$ cat src/rtl/mips8_pkg.sv
// Shared types and constants for the mips8 pad loader: command encoding,
// loader FSM states and the bit layout of the host pad bus.
package mips8_pkg;

  localparam int PAD_W        = 16;
  localparam int PAD_BYTE_LSB = 0;
  localparam int PAD_BYTE_W   = 8;
  localparam int PAD_CMD_LSB  = 8;
  localparam int PAD_CMD_W    = 2;
  localparam int PAD_STB_BIT  = 15;

  typedef enum logic [PAD_CMD_W-1:0] {
    CMD_WRITE   = 2'b00,
    CMD_SETADDR = 2'b01,
    CMD_RUN     = 2'b10,
    CMD_HALT    = 2'b11
  } cmd_e;

  typedef enum logic {
    IDLE  = 1'b0,
    WRITE = 1'b1
  } state_e;

  // Packed so that {cmd, byte} on the pad bus maps straight onto an entry.
  typedef struct packed {
    cmd_e                  cmd;
    logic [PAD_BYTE_W-1:0] data;
  } entry_t;

endpackage

$ cat src/rtl/mips8_pad_loader_if.sv
// Instruction-memory write handshake between the pad loader and the core.
interface mips8_pad_loader_if #(
  parameter int ADDR_W = 8,
  parameter int DATA_W = 8
) ();

  logic [ADDR_W-1:0] addr;
  logic [DATA_W-1:0] data;
  logic              valid;
  logic              ready;

  modport master (output addr, output data, output valid, input ready);
  modport slave  (input addr, input data, input valid, output ready);

endinterface

$ cat src/rtl/mips8_cmd_fifo.sv
// Small synchronous FIFO for host commands; push is ignored when full and
// pop is ignored when empty, so full/empty reflect the pre-update occupancy.
module mips8_cmd_fifo #(
  parameter int WIDTH = 10,
  parameter int DEPTH = 4
) (
  input  logic                     clk_i,
  input  logic                     rst_i,
  input  logic                     push_i,
  input  logic [WIDTH-1:0]         wr_data_i,
  input  logic                     pop_i,
  output logic [WIDTH-1:0]         rd_data_o,
  output logic                     full_o,
  output logic                     empty_o,
  output logic [$clog2(DEPTH):0]   count_o
);

  localparam int PTR_W = $clog2(DEPTH);
  localparam int CNT_W = PTR_W + 1;

  logic [WIDTH-1:0] mem_q [DEPTH];
  logic [PTR_W-1:0] wr_ptr_q, wr_ptr_d;
  logic [PTR_W-1:0] rd_ptr_q, rd_ptr_d;
  logic [CNT_W-1:0] count_q, count_d;
  logic             push_ok, pop_ok;

  assign full_o    = (count_q == CNT_W'(DEPTH));
  assign empty_o   = (count_q == '0);
  assign count_o   = count_q;
  assign rd_data_o = mem_q[rd_ptr_q];
  assign push_ok   = push_i & ~full_o;
  assign pop_ok    = pop_i & ~empty_o;

  // NOTE: every variable driven here gets a default first, so no path leaves it unassigned and no latch is inferred.
  always_comb begin
    wr_ptr_d = wr_ptr_q;
    rd_ptr_d = rd_ptr_q;
    count_d  = count_q;
    if (push_ok) wr_ptr_d = wr_ptr_q + PTR_W'(1);
    if (pop_ok)  rd_ptr_d = rd_ptr_q + PTR_W'(1);
    case ({push_ok, pop_ok})
      2'b10:   count_d = count_q + CNT_W'(1);
      2'b01:   count_d = count_q - CNT_W'(1);
      default: count_d = count_q;
    endcase
  end

  // NOTE: state registers use non-blocking assignments so every flop samples pre-edge values.
  always_ff @(posedge clk_i or posedge rst_i) begin
    if (rst_i) begin
      wr_ptr_q <= '0;
      rd_ptr_q <= '0;
      count_q  <= '0;
    end else begin
      wr_ptr_q <= wr_ptr_d;
      rd_ptr_q <= rd_ptr_d;
      count_q  <= count_d;
    end
  end

  // NOTE: storage is deliberately not reset; a slot is only read after a push has filled it.
  always_ff @(posedge clk_i) begin
    if (push_ok) mem_q[wr_ptr_q] <= wr_data_i;
  end

endmodule

$ cat src/rtl/mips8_pad_loader.sv
// Pad-side program loader: synchronises host strobes from the pads, queues
// commands and replays them as instruction-memory writes and core reset control.
module mips8_pad_loader
  import mips8_pkg::*;
#(
  parameter int DATA_W     = 8,
  parameter int ADDR_W     = 8,
  parameter int FIFO_DEPTH = 4
) (
  input  logic                  wb_clk_i,
  input  logic                  wb_rst_i,
  input  logic [PAD_W-1:0]      pad_in,
  output logic                  pad_ack_o,
  output logic                  pad_ovf_o,
  mips8_pad_loader_if.master    imem,
  output logic                  core_rst_o,
  output logic                  busy_o
);

  localparam int ENTRY_W = $bits(entry_t);

  logic [PAD_W-1:0]        sync1_q, sync2_q;
  logic                    stb3_q;
  logic                    stb_rise;
  logic                    unused_pad_bits;
  entry_t                  pad_entry;

  logic                    ack_q, ovf_q;
  logic                    fifo_push, fifo_pop, fifo_full, fifo_empty;
  logic [ENTRY_W-1:0]      fifo_rd;
  logic [$clog2(FIFO_DEPTH):0] fifo_count;
  entry_t                  head;

  state_e                  state_q, state_d;
  logic [ADDR_W-1:0]       addr_q, addr_d;
  logic [DATA_W-1:0]       data_q, data_d;
  logic                    core_rst_q, core_rst_d;

  // Two-flop synchroniser on the whole bus plus a third flop for strobe edge detect.
  always_ff @(posedge wb_clk_i or posedge wb_rst_i) begin
    if (wb_rst_i) begin
      sync1_q <= '0;
      sync2_q <= '0;
      stb3_q  <= 1'b0;
    end else begin
      sync1_q <= pad_in;
      sync2_q <= sync1_q;
      stb3_q  <= sync2_q[PAD_STB_BIT];
    end
  end

  assign stb_rise        = sync2_q[PAD_STB_BIT] & ~stb3_q;
  assign pad_entry       = entry_t'(sync2_q[PAD_CMD_LSB+PAD_CMD_W-1:PAD_BYTE_LSB]);
  assign unused_pad_bits = ^sync2_q[PAD_STB_BIT-1:PAD_CMD_LSB+PAD_CMD_W];
  assign fifo_push       = stb_rise & ~fifo_full;

  always_ff @(posedge wb_clk_i or posedge wb_rst_i) begin
    if (wb_rst_i) begin
      ack_q <= 1'b0;
      ovf_q <= 1'b0;
    end else begin
      ack_q <= ack_q ^ fifo_push;
      ovf_q <= ovf_q | (stb_rise & fifo_full);
    end
  end

  mips8_cmd_fifo #(
    .WIDTH (ENTRY_W),
    .DEPTH (FIFO_DEPTH)
  ) u_fifo (
    .clk_i     (wb_clk_i),
    .rst_i     (wb_rst_i),
    .push_i    (fifo_push),
    .wr_data_i (pad_entry),
    .pop_i     (fifo_pop),
    .rd_data_o (fifo_rd),
    .full_o    (fifo_full),
    .empty_o   (fifo_empty),
    .count_o   (fifo_count)
  );

  assign head = entry_t'(fifo_rd);

  always_ff @(posedge wb_clk_i or posedge wb_rst_i) begin
    if (wb_rst_i) begin
      state_q    <= IDLE;
      addr_q     <= '0;
      data_q     <= '0;
      core_rst_q <= 1'b1;
    end else begin
      state_q    <= state_d;
      addr_q     <= addr_d;
      data_q     <= data_d;
      core_rst_q <= core_rst_d;
    end
  end

  always_comb begin
    state_d    = state_q;
    addr_d     = addr_q;
    data_d     = data_q;
    core_rst_d = core_rst_q;
    case (state_q)
      IDLE: begin
        if (!fifo_empty) begin
          case (head.cmd)
            CMD_WRITE: begin
              data_d  = DATA_W'(head.data);
              state_d = WRITE;
            end
            CMD_SETADDR: addr_d     = ADDR_W'(head.data);
            CMD_RUN:     core_rst_d = 1'b0;
            CMD_HALT:    core_rst_d = 1'b1;
          endcase
        end
      end
      WRITE: begin
        // Address advances only after the handshake, so it is stable under valid.
        if (imem.ready) begin
          addr_d  = addr_q + ADDR_W'(1);
          state_d = IDLE;
        end
      end
    endcase
  end

  always_comb begin
    fifo_pop   = (state_q == IDLE) & ~fifo_empty;
    imem.valid = (state_q == WRITE);
    busy_o     = (fifo_count != '0) | (state_q == WRITE);
  end

  assign imem.addr  = addr_q;
  assign imem.data  = data_q;
  assign pad_ack_o  = ack_q;
  assign pad_ovf_o  = ovf_q;
  assign core_rst_o = core_rst_q;

endmodule

$ cat src/flat_wrapper.sv
// flat-port wrapper written by rule: the top's interface ports become plain ports
module mips8_pad_loader_flat import mips8_pkg::*;
#(
  parameter int DATA_W     = 8,
  parameter int ADDR_W     = 8,
  parameter int FIFO_DEPTH = 4
)
  (wb_clk_i, wb_rst_i, pad_in, pad_ack_o, pad_ovf_o, core_rst_o, busy_o, imem_addr, imem_data, imem_valid, imem_ready);
  mips8_pad_loader_if #(.ADDR_W(ADDR_W), .DATA_W(DATA_W)) imem_i ();
  input  logic wb_clk_i;
  input  logic wb_rst_i;
  input  logic [PAD_W-1:0] pad_in;
  output logic pad_ack_o;
  output logic pad_ovf_o;
  output logic core_rst_o;
  output logic busy_o;
  output wire logic [$bits(imem_i.addr)-1:0] imem_addr;
  output wire logic [$bits(imem_i.data)-1:0] imem_data;
  output wire logic [$bits(imem_i.valid)-1:0] imem_valid;
  input wire logic [$bits(imem_i.ready)-1:0] imem_ready;
  assign imem_addr = imem_i.addr;
  assign imem_data = imem_i.data;
  assign imem_valid = imem_i.valid;
  assign imem_i.ready = imem_ready;
  mips8_pad_loader #(.DATA_W(DATA_W), .ADDR_W(ADDR_W), .FIFO_DEPTH(FIFO_DEPTH)) u_core (.wb_clk_i(wb_clk_i), .wb_rst_i(wb_rst_i), .pad_in(pad_in), .pad_ack_o(pad_ack_o), .pad_ovf_o(pad_ovf_o), .imem(imem_i), .core_rst_o(core_rst_o), .busy_o(busy_o));
endmodule
$ cat config.mk
export PLATFORM = sky130hd
export DESIGN_NAME = mips8_pad_loader_flat
export DESIGN_NICKNAME = d
export VERILOG_FILES = /design/src/rtl/mips8_pkg.sv /design/src/rtl/mips8_pad_loader_if.sv /design/src/rtl/mips8_cmd_fifo.sv /design/src/rtl/mips8_pad_loader.sv /design/src/flat_wrapper.sv
export SDC_FILE = /design/constraint.sdc
export NUM_CORES = 1
export LEC_CHECK = 0
export ABC_AREA = 1
export BUFFER_PORTS_ARGS = -buffer_cell sky130_fd_sc_hd__buf_2
export CORE_ASPECT_RATIO = 0.8
export CORE_MARGIN = 5
export CORE_UTILIZATION = 45
export DETAILED_ROUTE_END_ITERATION = 8
export PLACE_DENSITY = 0.7
export SETUP_SLACK_MARGIN = 0.15
export SLEW_MARGIN = 20
export SYNTH_ARGS = -nofsm -noshare
export SYNTH_HDL_FRONTEND = slang
export SYNTH_HIERARCHICAL = 1
export SYNTH_SLANG_ARGS = --single-unit
$ cat constraint.sdc
create_clock -name wb_clk_i -period 2.8 [get_ports wb_clk_i]
set_clock_uncertainty 0.05 [all_clocks]
set_input_delay 0.56 -clock wb_clk_i [delete_from_list [all_inputs] [get_ports wb_clk_i]]
set_output_delay 0.56 -clock wb_clk_i [all_outputs]
set_load 0.02 [all_outputs]
# ---- After elaboration in Yosys (flattened, before gate mapping)
# Memories as Yosys holds them, arrays and structs flattened.
# Cells that the tools add are included.
dict set report word_totals {
  regBits 60
  latch_bits 0
  ram_bits 40
  rom_bits 0
  in_bits 19
  out_inout_bits 21
  wordCells 60
  mem_count 1
}
# name words width rd rd_clocked_by_memory_dff wr line_no
set mem_list {}
lappend mem_list {u_core.u_fifo.mem_q 4 10 1 0 1 mips8_cmd_fifo.sv:21} ;# logic [WIDTH-1:0] mem_q [DEPTH];
dict set report classes {
  n_addsub 5
  multipliers 0
  div_mod_pow 0
  magnitude_cmp 0
  n_eq_ne 9
  n_shift 0
  mux 12
  n_bitwise 13
  n_reduce_logical 8
}
# op count
set ops {}
lappend ops {{8-bit two-way mux} 3}
lappend ops {{8-bit one-hot mux with 2 select lines} 1}
lappend ops {{3-bit AND reduction} 3}
lappend ops {{8-bit by 1-bit adder with 8-bit output (second input constant)} 1}
lappend ops {{1-bit bitwise AND} 6}
lappend ops {{2-bit equality test (second input constant)} 3}
lappend ops {{2-bit inequality test (second input constant)} 3}
lappend ops {{3-bit one-hot mux with 2 select lines} 1}
lappend ops {{1-bit two-way mux} 5}
lappend ops {{2-bit by 1-bit adder with 2-bit output (second input constant)} 2}
lappend ops {{2-bit by 1-bit equality test with 1-bit output (second input constant)} 2}
lappend ops {{1-bit NOT} 4}
lappend ops {{1-bit one-hot mux with 2 select lines} 2}
lappend ops {{2-bit nonzero test} 2}
lappend ops {{3-bit by 1-bit adder with 3-bit output (second input constant)} 1}
lappend ops {{3-bit equality test (second input constant)} 1}
lappend ops {{3-bit logical NOT} 1}
lappend ops {{3-bit nonzero test} 1}
lappend ops {{3-bit by 1-bit subtractor with 3-bit output (second input constant)} 1}
lappend ops {{2-bit logical NOT} 1}
lappend ops {{1-bit bitwise OR} 2}
lappend ops {{1-bit XOR} 1}

# ---- Logic depth before layout (Yosys ltp)
# Gate-level depths: netlist (run 1).
dict set report depth {
  ltp_word 6
  ltp_mapped 15
  mapped_depth_nobuf 15
}

# ---- Modules after synthesis
# Netlist (run 1), hierarchy kept.
# mod n_inst cells_each area_per_inst_um2 seq_area_each_um2
set modules_own_cells {}
lappend modules_own_cells {mips8_cmd_fifo 1 179 2112.0 1376.3}
lappend modules_own_cells {mips8_pad_loader 1 160 1612.8 1077.3}

# ---- Worst setup path before layout (run 1)
# OpenSTA, ideal clock, no wires.
dict set report synth_timing {
  kind {register to register}
  start {reg u_core.u_fifo.count_q[0], in the netlist u_core/u_fifo/count_o[0]}
  end {reg u_core.u_fifo.count_q[2], in the netlist u_core/u_fifo/count_o[2]}
  setup_ns 0.117
  arrival_time_ns 1.868
  required_ns 2.633
  path_slack_ns 0.765
  stages_incl_launch_ff 15
  n_path_buf 0
  synth_period_minus_slack_ns 2.035
  path_cell_list {dfrtp_1 -> inv_1 -> nand3_2 -> inv_1 -> inv_1 -> nand3_1 -> inv_1 -> nand2_4 -> ha_1 -> inv_1 -> fa_1 -> nand2_1 -> nand3_1 -> nand2_1 -> nand2_1}
}
dict set report synth_between {
  elab_chain_len 6
  word_cells_on_any_way 14
  classes_between {add/sub (2); eq/ne (3); mux (1); bitwise (6); reduce/logical (2)}
}
# item line_no
set synth_rtl {}
lappend synth_rtl {{from (decl)} mips8_cmd_fifo.sv:24} ;# logic [CNT_W-1:0] count_q, count_d;
lappend synth_rtl {{from (signal assigned)} mips8_cmd_fifo.sv:57} ;# count_q <= count_d;
lappend synth_rtl {{3-bit equality test *} mips8_cmd_fifo.sv:27} ;# assign full_o = (count_q == CNT_W'(DEPTH));
lappend synth_rtl {{named net u_core.fifo_full} mips8_pad_loader.sv:29} ;# logic fifo_push, fifo_pop, fifo_full, fifo_empty;
lappend synth_rtl {{1-bit NOT *} mips8_pad_loader.sv:55} ;# assign fifo_push = stb_rise & ~fifo_full;
lappend synth_rtl {{1-bit bitwise AND *} mips8_pad_loader.sv:55}
lappend synth_rtl {{named net u_core.fifo_push} mips8_pad_loader.sv:29}
lappend synth_rtl {{1-bit bitwise AND *} mips8_cmd_fifo.sv:31} ;# assign push_ok = push_i & ~full_o;
lappend synth_rtl {{2-bit by 1-bit equality test with 1-bit output or 2-bit equality test (tied branches)} mips8_cmd_fifo.sv:41} ;# case ({push_ok, pop_ok})
lappend synth_rtl {{3-bit one-hot mux with 2 select lines or 2-bit nonzero test (tied branches)} -}
# Mark *: on every way through the listed nets, which the timed path passes. The rest lies on a longest branch.
# A chain may end at the register's enable or synchronous reset.

# ---- Worst setup path after layout (run 1)
# Ends and elaborated chain as after synthesis.

==> Implementation_results.wiki, run 1 <==
{| class="wikitable"
! Metric !! Value
|-
| Result of the run || finished clean
|-
| Distinct cell type count after synthesis || 32
|-
| Most frequent cells in the layout || 85 x sky130_fd_sc_hd__nand2_1, 57 x sky130_fd_sc_hd__inv_1, 49 x sky130_fd_sc_hd__dfrtp_1
|-
| Count of buffers from port buffering || 34
|-
| Final total negative setup slack || 0 ns
|-
| Initial Util || 0.465
|-
| Total GRT Usage || 0.134
|-
| Clock network fraction of total power || 0.187
|-
| Arrival time of the worst setup path || 2.46 ns
|-
| Cell occurring most often along the worst timing path || sky130_fd_sc_hd__inv_1
|-
| Max-cap violations || 0
|-
| Layout Area Growth over Synthesis || 12.2%
|-
| Post-Synthesis Cells || 339
|-
| Initial antenna violation count || 0
|-
| Required @ worst endpoint || 3.01 ns
|-
| Setup Slack @ Placement || 0.550 ns
|-
| Internal Power || 2.59 mW
|-
| Share of layout cells above drive strength 1 || 0.195
|-
| Switching power of the nets || 1.86 mW
|-
| Average cell area after synthesis || 11.0 um^2
|-
| Final #Nets || 406
|-
| Via count of the first global-routing pass || 2244
|-
| FF+latch area || 2450 um^2
|-
| Filler-free cell count of the finished design || 493
|-
| Pins over their slew limit || 0
|-
| Detailed Route Iter0 Violations || 74
|-
| Final weighted congestion of routability-driven global placement || 0.816
|-
| Switching power share of the total || 0.417
|-
| Worst slew margin relative to its limit || 0.378
|-
| Number of top-level design ports || 40
|-
| Count of H-tree levels built during CTS || 3
|-
| Detailed-route wire length || 6.13 mm
|-
| Final period demand of the worst path || 2.25 ns
|-
| Peak fanout along the critical path || 7
|-
| Final setup fails || 0
|-
| Area of the multi-input gates || 963 um^2
|-
| Routed wirelength normalized by instance count || 12.4 um
|-
| CTS sink count || 90
|-
| Placed Cells || 477
|-
| Detailed-route DRC error count || 0
|-
| Synthesized netlist net count || 365
|-
| Type of element launching the critical path || flip-flop
|-
| Number of nets with antenna violations after routing || 0
|-
| Start-to-end type of the worst setup path || reg2reg
|-
| CTS tree || yes
|-
| Number of vias per cell || 4.62
|-
| Critical Path End Type || flip-flop
|-
| Number of standard-cell rows in the floorplan || 29
|-
| Final hold violation count || 0
|-
| CP peak stage delay || 0.42 ns
|-
| Power density of the placed cells || 1070 nW/um^2
|-
| Drt first pass iters || 4
|-
| Maximum clock rate || 444 MHz
|-
| Overall power consumption || 4.45 mW
|-
| Filler cell count in the final layout || 712
|-
| Global-route wire length before repair || 10.7 mm
|-
| Largest vdd supply drop || 345 uV
|-
| Number of warnings issued by yosys || 6
|-
| Post-route clock period utilization || 0.805
|-
| Tightest Pin Transition || 0.931 ns
|-
| Number of buffers inserted during clock tree synthesis || 9
|-
| Most common cell after layout, fill and taps aside || sky130_fd_sc_hd__nand2_1
|-
| Largest net degree at the start of global routing || 44
|-
| Clk slew on worst S/H paths || 0.09 ns
|-
| Count of inserted antenna diode cells || 0
|-
| Cells along the critical path || inv_1, nand3_2, inv_1, inv_1, nand3_1, inv_1, nand2_4, ha_1, inv_1, fa_1, nand2_1, nand3_1, nand2_1, nand2_1
|-
| Number of vias in the routed layout || 2277
|-
| Combinational fraction of design power || 0.384
|-
| Chip Height || 91.4 um
|-
| #FFs+latches synth || 90
|-
| Core ar. || 8020 um^2
|-
| Static Leakage || 1.95 nW
|-
| Clk buf depth || 2
|-
| Count of buffers added by post-CTS timing repair for setup || 0
|-
| Relative contribution of sequential cells to total power || 0.429
|-
| Worst setup margin || 0.547 ns
|-
| RSZ-0062 raised after global routing || false
|-
| Path category of the worst min-delay check || in2async
|-
| # hold bufs at CTS || 0
|-
| Remaining Overflow, GRT || 0
|-
| Cell with the largest stage delay on the worst path || sky130_fd_sc_hd__dfrtp_1
|-
| Area of the mapped netlist || 3720 um^2
|-
| Die footprint || 10200 um^2
|-
| CTS Root Buffer Type || sky130_fd_sc_hd__clkbuf_8
|-
| Final HPWL DP || 4.14 mm
|-
| Resized Gates After CTS || 0
|-
| Horiz. Die Dim || 112 um
|-
| Fraction of the yosys area taken by sequential cells || 0.659
|-
| Clock Latency Late Sink || 0.36 ns
|}
[critical path, delay by kind of cell, from the launching register on]
family | cells | cell delay (ns)
adder cells (fa/ha/maj) | 2 | 0.55
buffers and inverters | 5 | 0.47
flip-flops | 1 | 0.42
AND/OR/NAND/NOR | 7 | 0.67
[state kept, by name (all words and copies together) (netlist names)]
name / cells
u_core/u_fifo/wr_ptr_q: 2
u_core/u_fifo/count_o: 3
u_core/imem.addr: 8
u_core/u_fifo/rd_ptr_q: 2
u_core/u_fifo/mem_q: 40
u_core/pad_ack_o: 1
u_core/sync1_q: 11
u_core/sync2_q: 11
u_core/imem.valid: 1
u_core/core_rst_o: 1
u_core/stb3_q: 1
u_core/imem.data: 8
u_core/pad_ovf_o: 1
[through the flow]
step / hold WS (ns) / util / instance area [um^2]
2_1_floorplan: 0.281 / - / 3720
3_3_place_gp: 0.281 / 0.497 / 3990
3_5_place_dp: 0.285 / 0.497 / 3990
4_1_cts: 0.0625 / 0.521 / 4180
5_1_grt: 0.0783 / 0.521 / 4180
6_report: 0.0797 / 0.521 / 4180
[final timing paths]
path	cells past startpoint	startpoint	end	slack, ns
min in group wb_clk_i	1	pad_in[4]	u_core/sync1_q[4]	0.25
worst max register to register	14	u_core/u_fifo/count_o[0]	u_core/u_fifo/count_o[2]	0.55
worst max-delay path	14	u_core/u_fifo/count_o[0]	u_core/u_fifo/count_o[2]	0.55
worst min register to register	0	u_core/sync1_q[9]	u_core/sync2_q[9]	0.30
worst min-delay path	2	wb_rst_i	u_core/u_fifo/wr_ptr_q[0]	0.08
max in group asynchronous	2	wb_rst_i	u_core/imem.data[5]	1.76
[routing by layer]
layer / vias to the layer above / share of wire / GRT usage
li1: 1170 / - / -
met1: 1055 / 0.48 / 0.174
met2: 44 / 0.45 / 0.210
met3: 8 / 0.058 / 0.0485
met4: 0 / 0.014 / 0.0426
met5: - / 0 / 0
[synth_stat cells]
master	number	area [um^2]
sky130_fd_sc_hd__nand2_1	85	319
sky130_fd_sc_hd__o21ai_1	1	5.00
sky130_fd_sc_hd__dfstp_2	1	26.3
sky130_fd_sc_hd__o211ai_1	14	105
sky130_fd_sc_hd__buf_6	3	33.8
sky130_fd_sc_hd__edfxtp_1	40	1200
sky130_fd_sc_hd__o211ai_2	6	75.1
sky130_fd_sc_hd__nand2_4	1	11.3
sky130_fd_sc_hd__dfrtp_1	49	1230
sky130_fd_sc_hd__xor2_1	1	8.76
sky130_fd_sc_hd__a31oi_1	1	6.26
sky130_fd_sc_hd__clkbuf_1	1	3.75
sky130_fd_sc_hd__o21ai_0	16	80.1
sky130_fd_sc_hd__inv_2	2	7.51
sky130_fd_sc_hd__nor2_2	2	12.5
sky130_fd_sc_hd__a21oi_1	4	20.0
sky130_fd_sc_hd__nor2_4	1	11.3
sky130_fd_sc_hd__or2_2	1	6.26
sky130_fd_sc_hd__inv_1	58	218
sky130_fd_sc_hd__nor3_1	1	5.00
sky130_fd_sc_hd__nand3_1	14	70.1
sky130_fd_sc_hd__ha_1	6	75.1
sky130_fd_sc_hd__nand4_1	1	6.26
sky130_fd_sc_hd__nand3_2	3	30.0
sky130_fd_sc_hd__xnor2_1	2	17.5
sky130_fd_sc_hd__nand2_2	1	6.26
sky130_fd_sc_hd__clkbuf_8	2	27.5
sky130_fd_sc_hd__buf_4	1	7.51
sky130_fd_sc_hd__buf_2	2	10.0
sky130_fd_sc_hd__nor2_1	17	63.8
sky130_fd_sc_hd__a31o_2	1	8.76
sky130_fd_sc_hd__fa_1	1	20.0
[power by group through the flow]
stage               clock, mW  combinational, mW  sequential [mW]
finish                  0.834               1.71             1.91
global route            0.935               1.97             1.96
CTS                     0.873               1.73             1.91
detailed placement          0               1.72             1.94
global placement            0               1.66             1.92
floorplan                   0               1.25             2.03
[area by class of cell]
cell class                 instances  share of cell area
tap                              108              0.0323
clock inverter                     7              0.0165
sequential                        90               0.587
multi-input combinational        180               0.231
clock buffer                       9              0.0296
timing repair buffer              39              0.0497
inverter                          60              0.0539
[kinds of logic (layout without fill, tap and decap cells)]
| logic type | after synthesis | after routing | share of synthesized area |
|---|---|---|---|
| AO/OA/AOI/OAI | 43 | 43 | 0.0806 |
| XOR/XNOR | 3 | 3 | 0.00706 |
| adder cells (fa/ha/maj) | 7 | 7 | 0.0255 |
| buffers and inverters | 69 | 115 | 0.0826 |
| flip-flops | 90 | 90 | 0.659 |
| AND/OR/NAND/NOR | 127 | 127 | 0.145 |
Power figures use the tool's default switching activity.
==> run 2, diff against run 1 <==
Settings changed: PLACE_DENSITY 0.7 to 0.72.
Clock period 2.8 ns to 1.9 ns, I/O delays scaled along.
==> run 2 against run 1 <==
Fmax rose by 21%. Utilization rose by 3.5 points. Combinational power rose by 89%. Die area did not move. Critical path type unchanged. Largest cell class unchanged. Highest routed layer unchanged. Non-clock buffer count rose by 22.
==> Implementation_results.wiki, run 2 (synthesis gave the netlist of run 1 again) <==
{| class="wikitable"
! Metric !! Value
|-
| Critical path buffers and inverters || 5 (unchanged)
|-
| Peak fanout along the critical path || 3 (-4)
|-
| FF+latch area || 2450 um^2 (about the same)
|-
| CTS Root Buffer Type || sky130_fd_sc_hd__clkbuf_8
|-
| Final #Nets || 428 (+5.4%)
|-
| Count of buffers from port buffering || 34 (unchanged)
|-
| Filler cell count in the final layout || 672 (-5.6%)
|-
| Most common cell after layout, fill and taps aside || sky130_fd_sc_hd__nand2_1
|-
| Worst slew margin relative to its limit || 0.719 (+0.341)
|-
| Maximum clock rate || 538 MHz (+21%)
|-
| Initial Util || 0.465 (unchanged)
|-
| Register with the most flip-flops || u_core/u_fifo/mem_q
|-
| Relative contribution of sequential cells to total power || 0.381 (-0.048)
|-
| Layout Area Growth over Synthesis || 19.6%
|-
| Largest delay share family, worst path || simple AND/OR/NAND/NOR gates
|-
| Combinational fraction of design power || 0.446 (+0.062)
|-
| Remaining Overflow, GRT || 0 (unchanged)
|-
| Final hold violation count || 0 (unchanged)
|-
| Most frequent cells in the layout || 82 x sky130_fd_sc_hd__nand2_1, 48 x sky130_fd_sc_hd__dfrtp_1, 46 x sky130_fd_sc_hd__inv_1
|-
| Cells along the critical path || inv_2, nand3_4, inv_2, inv_2, nand3_2, inv_2, nand2_4, ha_4, inv_4, fa_2, nand2_2, nand3_2, nand2_2, nand2_1
|-
| Final setup fails || 0 (unchanged)
|-
| Global-route wire length before repair || 10.8 mm (+0.45%)
|-
| Flip-flop count of the largest register after layout || 40 (unchanged)
|-
| Clk slew on worst S/H paths || 0.09 ns (about the same)
|-
| Static Leakage || 2.06 nW (+5.7%)
|-
| Post-route standard cell area excluding fillers || 4460 um^2 (+6.6%)
|-
| Via count of the first global-routing pass || 2302 (+2.6%)
|-
| Placed instance area || 4100 um^2 (+3.0%)
|-
| Largest vdd supply drop || 679 uV (+97%)
|-
| Power density of the placed cells || 1620 nW/um^2 (+52%)
|-
| Detailed-route DRC error count || 0 (unchanged)
|-
| Start-to-end type of the worst setup path || reg2reg
|-
| Initial antenna violation count || 0 (unchanged)
|-
| Core ar. || 8020 um^2 (unchanged)
|-
| Pins over their slew limit || 0 (unchanged)
|-
| Number of top-level design ports || 40 (unchanged)
|-
| Cell with the largest stage delay on the worst path || sky130_fd_sc_hd__dfrtp_1
|-
| Max-cap violations || 0 (unchanged)
|-
| Result of the run || finished clean
|-
| RSZ-0062 raised after global routing || true
|-
| Required @ worst endpoint || 2.10 ns (-0.91 ns)
|-
| Cell occurring most often along the worst timing path || sky130_fd_sc_hd__inv_2
|-
| Final period demand of the worst path || 1.86 ns (-0.394 ns)
|-
| CTS sink count || 90 (unchanged)
|-
| Path category of the worst min-delay check || in2reg
|-
| Switching power of the nets || 2.94 mW (+58%)
|-
| Type of element launching the critical path || flip-flop
|-
| Post-route clock period utilization || 0.979 (+0.174)
|-
| CTS tree || yes
|-
| Worst Hold Slack || 0.0732 ns (-0.00651 ns)
|-
| Worst hold path cell count || 1
|-
| Routed wirelength normalized by instance count || 13.2 um (+5.9%)
|-
| Clock Latency Late Sink || 0.35 ns (about the same)
|-
| Switching power share of the total || 0.406 (-0.0112)
|-
| Clock network fraction of total power || 0.173 (-0.014)
|-
| CP peak stage delay || 0.40 ns (-0.02 ns)
|-
| Share of layout cells above drive strength 1 || 0.285 (+0.0902)
|-
| Largest net degree at the start of global routing || 26 (-41%)
|-
| Number of vias in the routed layout || 2393 (+5.1%)
|-
| Count of H-tree levels built during CTS || 3 (unchanged)
|-
| Critical Path End Type || flip-flop
|-
| Number of buffers inserted during clock tree synthesis || 9 (unchanged)
|-
| Area of the multi-input gates || 1030 um^2 (+6.9%)
|-
| Count of inserted antenna diode cells || 0 (unchanged)
|-
| Horiz. Die Dim || 112 um (unchanged)
|-
| Final HPWL DP || 4.58 mm (+11%)
|-
| Clk buf depth || 2 (unchanged)
|-
| Tightest Pin Transition || 0.420 ns (-0.511 ns)
|-
| Total GRT Usage || 0.133 (about the same)
|-
| Final weighted congestion of routability-driven global placement || 0.831 (+1.9%)
|-
| Internal Power || 4.30 mW (+66%)
|-
| Detailed Route Iter0 Violations || 86 (+16%)
|-
| Number of standard-cell rows in the floorplan || 29 (unchanged)
|-
| Largest registers ranked by flip-flop count || u_core/u_fifo/mem_q (40), u_core/sync1_q (11), u_core/sync2_q (11)
|-
| Number of vias per cell || 4.65 (+0.60%)
|-
| Detailed-route wire length || 6.78 mm (+11%)
|-
| Arrival time of the worst setup path || 2.06 ns (-0.40 ns)
|-
| Die footprint || 10200 um^2 (unchanged)
|-
| Drt first pass iters || 4 (unchanged)
|-
| Count of cell instances traversed by the critical path || 14 (unchanged)
|-
| Number of cells traversed by the worst register-to-register path || 14 (unchanged)
|-
| Number of nets with antenna violations after routing || 0 (unchanged)
|-
| Chip Height || 91.4 um (unchanged)
|}
==> run 2: changes by cell type in the layout (fill, tap and decap cells not counted), moves of 2 or more <==
cell                      before  now
sky130_fd_sc_hd__nand3_1      14   12
sky130_fd_sc_hd__buf_6         0    4
sky130_fd_sc_hd__buf_4         5   21
sky130_fd_sc_hd__nand2_1      85   82
sky130_fd_sc_hd__inv_6         3    1
sky130_fd_sc_hd__inv_4         0    2
sky130_fd_sc_hd__inv_1        57   46
sky130_fd_sc_hd__nand3_4       0    3
sky130_fd_sc_hd__inv_2         3   11
sky130_fd_sc_hd__nand2_2       1    4
==> run 2: layout make-up <==
cell class                 instances  area share
multi-input combinational        180       0.231
tap                              108      0.0303
timing repair buffer              61      0.0904
sequential                        90       0.551
clock inverter                     4     0.00730
inverter                          60      0.0525
clock buffer                      12      0.0373
==> run 2: through the flow <==
| step | std cells | utilization | power [mW] | setup WS (ns) | setup TNS, ns |
|---|---|---|---|---|---|
| 2_1_floorplan | 339 | - | 4.94 | 0.0938 | 0 |
| 3_3_place_gp | 486 | 0.512 | 5.53 | 0.0985 | 0 |
| 3_5_place_dp | 486 | 0.512 | 5.64 | 0.0219 | 0 |
| 4_1_cts | 511 | 0.547 | 7.07 | 0.0680 | 0 |
| 5_1_grt | 515 | 0.556 | 7.77 | -0.0686 | -0.0686 |
| 6_report | 515 | 0.556 | 7.23 | 0.0407 | 0 |
==> run 2: path summary, 6_finish.rpt <==
kind                                           from                         to  slack, ns
max in group asynchronous                  wb_rst_i          u_core/core_rst_o       0.72
setup / recovery           u_core/u_fifo/count_o[1]   u_core/u_fifo/count_o[2]       0.04
hold reg to reg                   u_core/sync1_q[2]          u_core/sync2_q[2]       0.30
hold / removal                            pad_in[2]          u_core/sync1_q[2]       0.07
min in group asynchronous                  wb_rst_i  u_core/u_fifo/rd_ptr_q[0]       0.47
setup reg to reg           u_core/u_fifo/count_o[1]   u_core/u_fifo/count_o[2]       0.04
==> run 2: layer usage <==
layer  global-route usage  part of all wire  vias to the layer above
met5                    0                 0                        -
met4               0.0517             0.013                        0
met3               0.0425             0.042                        8
met2                0.217              0.48                       39
met1                0.167              0.47                     1131
li1                     -                 -                     1215
==> run 2: power by group through the flow <==
stage / combinational [mW] / clock (mW) / sequential (mW)
after floorplan: 1.94 / 0 / 3.00
final: 3.23 / 1.25 / 2.76
after global routing: 3.59 / 1.37 / 2.80
after global placement: 2.76 / 0 / 2.78
after CTS: 3.02 / 1.29 / 2.75
after detailed placement: 2.85 / 0 / 2.80
==> run 2: repair_timing <==
item / CTS / global route
gates resized for setup: 6 / 13
buffers inserted: 8 / 3
hold buffers: 1 / 0
endpoints found under the setup margin: 3 / 37
pin swaps: 1 / 2
hold endpoints to repair: 25 / 0
cloned: 0 / 1
==> run 3, diff against run 2 <==
Settings changed: REMOVE_ABC_BUFFERS from default to 1.
==> run 3 against run 2 <==
Utilization increased by 2.2 points. Clock-buffer cell count down 3. Sequential cell count unchanged. Clock power is 6% higher. Power up 5.9%. Non-clock buffer count rose by 15. Critical path depth unchanged. Sequential power barely moved. Highest routed layer unchanged.
==> Implementation_results.wiki, run 3 (synthesis gave the netlist of run 1 again) <==
{| class="wikitable"
! Metric !! Value
|-
| Result of the run || finished clean
|-
| Largest net degree at the start of global routing || 24 (-7.7%)
|-
| Clock Latency Late Sink || 0.35 ns (about the same)
|-
| Largest registers ranked by flip-flop count || u_core/u_fifo/mem_q (40), u_core/sync1_q (11), u_core/sync2_q (11)
|-
| Flip-flop count of the largest register after layout || 40 (unchanged)
|-
| Clk slew on worst S/H paths || 0.09 ns (about the same)
|-
| Number of buffers inserted during clock tree synthesis || 9 (unchanged)
|-
| Die footprint || 10200 um^2 (unchanged)
|-
| Final weighted congestion of routability-driven global placement || 0.762 (-8.3%)
|-
| Terminus of the critical flop-to-flop path || u_core/u_fifo/count_o[2]
|-
| Final hold violation count || 0 (unchanged)
|-
| Via count of the first global-routing pass || 2351 (+2.1%)
|-
| Share of layout cells above drive strength 1 || 0.324 (+0.0389)
|-
| Max-cap violations || 0 (unchanged)
|-
| Pins over their slew limit || 0 (unchanged)
|-
| Core ar. || 8020 um^2 (unchanged)
|-
| Filler cell count in the final layout || 653 (-2.8%)
|-
| Final period demand of the worst path || 1.88 ns (+0.0158 ns)
|-
| Post-route clock period utilization || 0.987 (+0.00830)
|-
| Worst setup margin || 0.0250 ns (-0.0158 ns)
|-
| Count of inserted antenna diode cells || 0 (unchanged)
|-
| Detailed-route wire length || 6.92 mm (+2.0%)
|-
| CTS Root Buffer Type || sky130_fd_sc_hd__clkbuf_8
|-
| Type of element launching the critical path || flip-flop
|-
| Path category of the worst min-delay check || in2reg
|-
| Remaining Overflow, GRT || 0 (unchanged)
|-
| Total GRT Usage || 0.138 (+0.00466)
|-
| CTS sink count || 90 (unchanged)
|-
| Clock network fraction of total power || 0.174 (about the same)
|-
| Power density of the placed cells || 1650 nW/um^2 (+1.9%)
|-
| Number of nets with antenna violations after routing || 0 (unchanged)
|-
| Setup Slack @ Placement || -0.0528 ns (-0.0747 ns)
|-
| Maximum clock rate || 533 MHz (-0.84%)
|-
| Setup slack of the worst register-to-register path || 0.02 ns (-0.02 ns)
|-
| Final setup fails || 0 (unchanged)
|-
| Most common cell after layout, fill and taps aside || sky130_fd_sc_hd__nand2_1
|-
| Clk buf depth || 2 (unchanged)
|-
| Global-route wire length before repair || 11.3 mm (+5.1%)
|-
| Peak fanout along the critical path || 2 (-1)
|-
| Tightest Pin Transition || 0.569 ns (+0.149 ns)
|-
| Count of H-tree levels built during CTS || 3 (unchanged)
|-
| Start-to-end type of the worst setup path || reg2reg
|-
| RSZ-0062 raised after global routing || true
|-
| Arrival time of the worst setup path || 2.07 ns (about the same)
|-
| Initial antenna violation count || 0 (unchanged)
|-
| CTS tree || yes
|-
| Number of vias per cell || 4.69 (+0.84%)
|-
| Number of standard-cell rows in the floorplan || 29 (unchanged)
|-
| Chip Height || 91.4 um (unchanged)
|-
| Layout Area Growth over Synthesis || 24.4%
|-
| Count of buffers from port buffering || 34 (unchanged)
|-
| Register with the most flip-flops || u_core/u_fifo/mem_q
|-
| Final HPWL DP || 4.36 mm (-4.7%)
|-
| Number of vias in the routed layout || 2488 (+4.0%)
|-
| Drt first pass iters || 4 (unchanged)
|-
| Final total negative setup slack || 0 ns (unchanged)
|-
| Required @ worst endpoint || 2.09 ns (about the same)
|-
| Switching power share of the total || 0.403 (-0.00329)
|-
| Horiz. Die Dim || 112 um (unchanged)
|-
| Worst slew margin relative to its limit || 0.620 (-0.0994)
|-
| Number of cells traversed by the worst register-to-register path || 14 (unchanged)
|-
| Endpoint of the most critical setup path || u_core/u_fifo/count_o[2]
|-
| Overall power consumption || 7.66 mW (+5.9%)
|-
| Largest vdd supply drop || 848 uV (+25%)
|-
| Critical Path End Type || flip-flop
|-
| Most frequent cells in the layout || 82 x sky130_fd_sc_hd__nand2_1, 47 x sky130_fd_sc_hd__inv_1, 47 x sky130_fd_sc_hd__dfrtp_1
|-
| Switching power of the nets || 3.08 mW (+5.1%)
|-
| Combinational fraction of design power || 0.465 (+0.019)
|-
| Worst Hold Slack || 0.0759 ns (+0.00270 ns)
|-
| Routed wirelength normalized by instance count || 13.0 um (-1.0%)
|-
| Detailed Route Iter0 Violations || 172 (+100%)
|-
| Internal Power || 4.58 mW (+6.5%)
|-
| Final #Nets || 444 (+3.7%)
|-
| Static Leakage || 2.16 nW (+4.6%)
|-
| Detailed-route DRC error count || 0 (unchanged)
|-
| Worst reg2reg startpoint || u_core/u_fifo/count_o[0]
|-
| Initial Util || 0.465 (unchanged)
|-
| Critical path launch point || u_core/u_fifo/count_o[0]
|-
| Number of top-level design ports || 40 (unchanged)
|-
| Relative contribution of sequential cells to total power || 0.362 (-0.019)
|}
-- run 3: changes by cell type in the layout (fill, tap and decap cells not counted), sizes merged --
cell	before	now
buf	60	75
bufinv	0	1
clkbuf	12	9
inv	60	61
clkinv	1	5
clkinvlp	3	1
-- run 3: layer usage --
metal,part of all wire,GRT usage,vias to the layer above,wire length (um)
met5,0,0,-,0
met4,0.018,0.0304,0,128
met3,0.053,0.0518,12,370
met2,0.46,0.214,56,3210
met1,0.46,0.187,1170,3210
li1,-,-,1250,-
-- run 3: layout make-up --
class                      instances  area (um^2)  area share
sequential                        90         2460       0.530
multi-input combinational        180         1050       0.227
timing repair buffer              76          537       0.116
inverter                          60          239      0.0516
tap                              108          135      0.0292
clock buffer                       9          124      0.0267
clock inverter                     7         86.3      0.0186
timing repair inverter             1         5.00     0.00108
-- run 3: stage by stage --
| stage | std cells | utilization | cell area [um^2] |
|---|---|---|---|
| final | 531 | 0.578 | 4630 |
| after global routing | 531 | 0.578 | 4630 |
| after CTS | 521 | 0.559 | 4480 |
| after detailed placement | 494 | 0.514 | 4130 |
| after global placement | 494 | 0.514 | 4130 |
| after floorplan | 330 | - | 3640 |
-- run 3: how the worst min path moves through the flow --
| stage | cells past startpoint | slack, ns | end | from |
|---|---|---|---|---|
| final | 1 | 0.08 | u_core/sync1_q[3] | pad_in[3] |
| after global routing | 1 | 0.04 | u_core/sync1_q[6] | pad_in[6] |
| after CTS | 1 | 0.06 | u_core/sync1_q[3] | pad_in[3] |
| after detailed placement | 0 | 0.28 | u_core/sync2_q[15] | u_core/sync1_q[15] |
| after global placement | 0 | 0.28 | u_core/sync2_q[2] | u_core/sync1_q[2] |
| after floorplan | 1 | 0.13 | u_core/u_fifo/count_o[0] | wb_rst_i |
-- run 3: worst max-delay path, cell delays in order, from the launching register on --
cell and delay (ns):
sky130_fd_sc_hd__dfrtp_1 0.37, sky130_fd_sc_hd__inv_2 0.05, sky130_fd_sc_hd__buf_6 0.12, sky130_fd_sc_hd__nand3_4 0.08, sky130_fd_sc_hd__inv_2 0.05, sky130_fd_sc_hd__nor2_4 0.09, sky130_fd_sc_hd__nand2_2 0.08, sky130_fd_sc_hd__inv_2 0.08
sky130_fd_sc_hd__ha_4 0.15, sky130_fd_sc_hd__inv_4 0.04, sky130_fd_sc_hd__fa_2 0.36, sky130_fd_sc_hd__nand2_2 0.08, sky130_fd_sc_hd__nand3_1 0.07, sky130_fd_sc_hd__nand2_1 0.06, sky130_fd_sc_hd__nand2_1 0.05
-- run 3: power groups by stage --
stage          logic (mW)  clock network, mW  registers, mW
2_1_floorplan        1.63                  0           3.02
3_3_place_gp         2.72                  0           2.78
3_5_place_dp         2.80                  0           2.80
4_1_cts              3.13               1.37           2.77
5_1_grt              3.97               1.48           2.82
6_report             3.56               1.33           2.77
-- run 3: what timing repair did --
item / in CTS / in global routing
hold buffers: 1 / 0
endpoints found under the setup margin: 4 / 48
hold endpoints to repair: 7 / 0
gates resized for setup: 24 / 30
cloned: 0 / 4
setup buffers: 10 / 6
pin swaps: 8 / 7
